$ cat config.mk
export PLATFORM = sky130hd
export DESIGN_NAME = aes_mix_columns_unit
export DESIGN_NICKNAME = d
export VERILOG_FILES = /design/src/rtl/aes_mix_columns_unit.sv
export SDC_FILE = /design/constraint.sdc
export NUM_CORES = 1
export LEC_CHECK = 0
export CAP_MARGIN = 20
export CORE_MARGIN = 3
export CORE_UTILIZATION = 48
export DETAILED_ROUTE_END_ITERATION = 8
export PLACE_DENSITY = 0.81
export SLEW_MARGIN = 10
export SYNTH_ARGS = -nofsm -noshare
export SYNTH_HDL_FRONTEND = slang
export SYNTH_SLANG_ARGS = --single-unit
$ cat constraint.sdc
create_clock -name clk -period 6.4 [get_ports clk]
set_input_delay 1.92 -clock clk [delete_from_list [all_inputs] [get_ports clk]]
set_output_delay 1.92 -clock clk [all_outputs]
set_load 0.03 [all_outputs]
$ cat src/rtl/aes_mix_columns_unit.sv
`default_nettype none
// ============================================================================
//  Module   : aes_mix_columns_unit
//  Purpose  : AES round-datapath stage. Applies MixColumns (encrypt) or
//             InvMixColumns (decrypt) to a 128-bit state and holds the
//             result in a single output register behind a valid/ready
//             handshake. One clock of latency, full throughput.
//  Revision : 1.0 - initial release
// ----------------------------------------------------------------------------
//  Ports
//    clk        in    1   clock, rising edge
//    rst        in    1   asynchronous reset, active-high
//    in_valid   in    1   data_in / inv valid this cycle
//    in_ready   out   1   unit can accept input this cycle
//    inv        in    1   0 = MixColumns, 1 = InvMixColumns (sampled with data_in)
//    data_in    in  128   input state
//    out_valid  out   1   data_out holds a result
//    out_ready  in    1   downstream accepts data_out this cycle
//    data_out   out 128   transformed state
// ----------------------------------------------------------------------------
//  Configuration
//    AES_MIXCOL_INV_EN  defined   : inverse datapath built, inv selects transform
//                       undefined : forward path only, inv is ignored
// ----------------------------------------------------------------------------
//  State layout: column c = data[32c+31:32c]; row r of column c is
//  data[32c+8r+7 : 32c+8r] (row 0 is the least significant byte).
// ============================================================================
module aes_mix_columns_unit (
  input  logic         clk,
  input  logic         rst,
  input  logic         in_valid,
  output logic         in_ready,
  input  logic         inv,
  input  logic [127:0] data_in,
  output logic         out_valid,
  input  logic         out_ready,
  output logic [127:0] data_out
);

  // --------------------------------------------------------------------------
  // GF(2^8) helpers, reduction polynomial 0x11B
  // --------------------------------------------------------------------------
  function automatic logic [7:0] f_xtime(input logic [7:0] x);
    return {x[6:0], 1'b0} ^ (x[7] ? 8'h1B : 8'h00);
  endfunction

  function automatic logic [7:0] f_mul2(input logic [7:0] x);
    return f_xtime(x);
  endfunction

  function automatic logic [7:0] f_mul3(input logic [7:0] x);
    return f_xtime(x) ^ x;
  endfunction

`ifdef AES_MIXCOL_INV_EN
  // Inverse coefficients built from the x2/x4/x8 chain of a single operand.
  function automatic logic [7:0] f_mul9(input logic [7:0] x);
    logic [7:0] x2, x4, x8;
    x2 = f_xtime(x);
    x4 = f_xtime(x2);
    x8 = f_xtime(x4);
    return x8 ^ x;
  endfunction

  function automatic logic [7:0] f_mulb(input logic [7:0] x);
    logic [7:0] x2, x4, x8;
    x2 = f_xtime(x);
    x4 = f_xtime(x2);
    x8 = f_xtime(x4);
    return x8 ^ x2 ^ x;
  endfunction

  function automatic logic [7:0] f_muld(input logic [7:0] x);
    logic [7:0] x2, x4, x8;
    x2 = f_xtime(x);
    x4 = f_xtime(x2);
    x8 = f_xtime(x4);
    return x8 ^ x4 ^ x;
  endfunction

  function automatic logic [7:0] f_mule(input logic [7:0] x);
    logic [7:0] x2, x4, x8;
    x2 = f_xtime(x);
    x4 = f_xtime(x2);
    x8 = f_xtime(x4);
    return x8 ^ x4 ^ x2;
  endfunction
`endif

  // --------------------------------------------------------------------------
  // Combinational column transforms
  // --------------------------------------------------------------------------
  logic [127:0] w_mix;

  for (genvar c = 0; c < 4; c++) begin : g_col
    logic [7:0]  w_a0, w_a1, w_a2, w_a3;
    logic [31:0] w_fwd;

    assign w_a0 = data_in[32*c +  0 +: 8];
    assign w_a1 = data_in[32*c +  8 +: 8];
    assign w_a2 = data_in[32*c + 16 +: 8];
    assign w_a3 = data_in[32*c + 24 +: 8];

    // Packed MSB-first, so row 3 is the leftmost byte.
    assign w_fwd = {
      f_mul3(w_a0) ^ w_a1         ^ w_a2         ^ f_mul2(w_a3),
      w_a0         ^ w_a1         ^ f_mul2(w_a2) ^ f_mul3(w_a3),
      w_a0         ^ f_mul2(w_a1) ^ f_mul3(w_a2) ^ w_a3,
      f_mul2(w_a0) ^ f_mul3(w_a1) ^ w_a2         ^ w_a3
    };

`ifdef AES_MIXCOL_INV_EN
    logic [31:0] w_inv;

    assign w_inv = {
      f_mulb(w_a0) ^ f_muld(w_a1) ^ f_mul9(w_a2) ^ f_mule(w_a3),
      f_muld(w_a0) ^ f_mul9(w_a1) ^ f_mule(w_a2) ^ f_mulb(w_a3),
      f_mul9(w_a0) ^ f_mule(w_a1) ^ f_mulb(w_a2) ^ f_muld(w_a3),
      f_mule(w_a0) ^ f_mulb(w_a1) ^ f_muld(w_a2) ^ f_mul9(w_a3)
    };

    assign w_mix[32*c +: 32] = inv ? w_inv : w_fwd;
`else
    assign w_mix[32*c +: 32] = w_fwd;
`endif
  end

`ifndef AES_MIXCOL_INV_EN
  // Port kept for drop-in compatibility; the forward-only build ignores it.
  logic w_unused_inv;
  assign w_unused_inv = inv;
`endif

  // --------------------------------------------------------------------------
  // Output register and handshake
  // --------------------------------------------------------------------------
  logic         r_out_valid;
  logic [127:0] r_data_out;
  logic         w_in_ready;
  logic         w_in_fire;

  // The register can take a new result when empty or when it is being
  // drained in the same cycle.
  assign w_in_ready = !r_out_valid || out_ready;
  assign w_in_fire  = in_valid && w_in_ready;

  always_ff @(posedge clk or posedge rst) begin
    if (rst) begin
      r_out_valid <= 1'b0;
      r_data_out  <= 128'h0;
    end else begin
      if (w_in_fire) begin
        r_out_valid <= 1'b1;
        r_data_out  <= w_mix;
      end else if (out_ready) begin
        // Drained with nothing new behind it; data_out keeps its value.
        r_out_valid <= 1'b0;
      end
    end
  end

  assign in_ready  = w_in_ready;
  assign out_valid = r_out_valid;
  assign data_out  = r_data_out;

endmodule
`default_nettype wire

==> metrics.cfg <==
[run_status]
outcome=completed

[timing]
drv_slew=0
rsz0062_at_grt=no
hold_violations=0
period_share_pct=81.4
setup_viol=0
fin_setup_tns_ns=0
worstMarginPinSlew_ns=0.959
max_freq_mhz=192
slew_headroom_pct=36.1
hold_ws_ns=0.477
clock_skew_ns=0.00901
period_minus_slack_ns=5.21

[critical_path]
crit_fanout=3
start_kind=input pin
end_kind=output pin
critPathKind=in2out
cp.arrival_ns=3.29
worst-endpoint-required_ns=4.48

[logic_synthesis]
yosysMostFrequentCell=xnor2_1
synth_top_family_by_area=XOR/XNOR gates
synthMuxAreaShare_pct=11.5
synth_xor_xnor_area_share_pct=44.9
netlist_top_cells_area=xnor2_1, dfrtp_1, mux2_2, xor2_1, o21ai_0
synth-simple-area-share_pct=1.87
yosysWarnings=0
yosys-top-cells-count=xnor2_1, dfrtp_1, mux2_2, xor2_1, nand2_1
post-synth-top-area-cell=xnor2_1
synth_edf_count=0
synth_compound_gate_area_share_pct=2.24
ys_seq_area_share_pct=37.1
synth_nets=904
yosysTopAreaCellShare_pct=37.6
async_flop_share_pct=100
synth_seq_cells=129
synth_cells=771
yosysUniqueCellTypes=19
synth-main-ff-cell=dfrtp_1
syn_avg_cell_area_um2=11.3
synth_fa_ha_area_share_pct=0
syn_area_um2=8710

[power]
power_density_nw_per_um2=362
pwr-share-seq_pct=28.5
combPwrFrac_pct=49.9
p_total_mw=4.35
switching_power_mw=1.63
clkPwrFrac_pct=21.6
p_leak_nw=4.43
netSwitchingFraction_pct=37.6
ir_drop_uv=247
p_int_mw=2.71

[placement]
port_buffers=261
gp_congestion=0.814
dpl-instance-area_um2=11400
hpwl_um=15800

[route]
via_count=6028
first_pass_iters=4
ant_nets=0
avgRoutedWirePerCell_um=16.1
wirelength_um=20200
drt-vias-per-instance=4.80
dr.first_iter.drc_count=150
drc=0

[global_route]
first_global_vias=6499
grt_pass1_wl_um=33100
overflow=0
grtUsageTotal_pct=20.8
antenna_found_initial=0
grt_max_degree=87

[flow_run]
drv_cap=0

[floorplanning]
start_util_pct=49.7
die-height_um=141
ioPinCount=263
fp.dieW_um=141
rows=48
dieArea_um2=19800
coreArea_um2=17500

[cells_and_area]
num_antenna_cells=0
syn_to_final_growth_pct=38.0
final_nets=1151
stdcell_area_um2=12000
fin_util_pct=68.5
drive_gt1_share_pct=12.7

[clock_tree]
tritoncts=yes
clockBufferDepth=2
post_cts.repair.setup_buffers=0
cts_made_buffers=17
hold_buffers=0
cts.sinks=129
cts-root-buf=clkbuf_16
cts_resized=0
h-tree-depth=4
worstSkewPairLatency_ns=0.41
clk_pin_slew_ns=0.06

[hold_path]
worstHoldPathType=reg2reg

## placed cells by master, fill, tap and decap left out, drive strengths merged
master | Yosys | layout
clkbuf | 6 | 21
dfrtp | 129 | 129
clkdlybuf4s50 | 0 | 261
nand2 | 40 | 40
bufinv | 0 | 2
inv | 1 | 1
o21ai | 39 | 39
buf | 30 | 3
xnor2 | 379 | 379
nand2b | 2 | 2
xnor3 | 1 | 1
xor2 | 55 | 55
mux2 | 89 | 89
clkinvlp | 0 | 3
clkinv | 0 | 6
## cell type report
class / count / area, um2
clock inverters: 11 / 113
well taps: 225 / 282
flip-flops and latches: 129 / 3230
inverters: 1 / 6.26
repair buffers: 264 / 2650
clock buffers: 21 / 460
fillers: 1372 / 5520
multi-input cells: 605 / 5280
## cells by family after synthesis
family,after synthesis
AOI/OAI and AO/OA,39
xor gates and xnor gates,435
buffers and inverters,37
DFF,129
muxes,89
and+or+nand+nor,42
## worst max-delay path, cell delays in order
cell and delay [ns]:
clkdlybuf4s50_1 0.45, nand2b_1 0.20, clkdlybuf4s50_1 0.72
## layer usage
metal	up-vias	share of wire (%)	wire (um)	GRT usage, %
met3	29	9.1	1830	8.07
li1	2942	-	-	-
met2	194	48	9630	34.5
met4	0	1.9	382	6.27
met5	-	0	0	0
met1	2863	41	8360	25.1
## worst paths after layout
kind | start | end | slack [ns] | cells after the start
worst min register to register | data_out[101]$_DFFE_PP0P_ | data_out[101]$_DFFE_PP0P_ | 0.48 | 2
worst min-delay path | data_out[101]$_DFFE_PP0P_ | data_out[101]$_DFFE_PP0P_ | 0.48 | 2
min in group asynchronous | rst | data_out[58]$_DFFE_PP0P_ | 2.03 | 2
worst max register to register | out_valid$_DFFE_PP0P_ | data_out[72]$_DFFE_PP0P_ | 4.23 | 4
worst max-delay path | out_ready | in_ready | 1.19 | 3
max in group asynchronous | rst | data_out[1]$_DFFE_PP0P_ | 3.37 | 3
## registers in the layout (all words and copies together) (netlist names)
name and count:
out_valid 1, data_out 128
## per-stage QoR
stage,std cells,setup slack (ns)
after CTS,1256,1.19
after global routing,1256,1.15
after detailed placement,1224,1.20
final,1256,1.19
after floorplan,771,1.04
after global placement,1224,1.24
## power by group through the flow
stage               combinational [mW]  sequential (mW)  clock, mW
global route                      2.31             1.28       1.01
floorplan                        0.777             1.81          0
CTS                               2.20             1.24      0.964
global placement                  2.17             1.24          0
finish                            2.17             1.24      0.940
detailed placement                2.19             1.25          0
(Power assumes the default switching activity.)
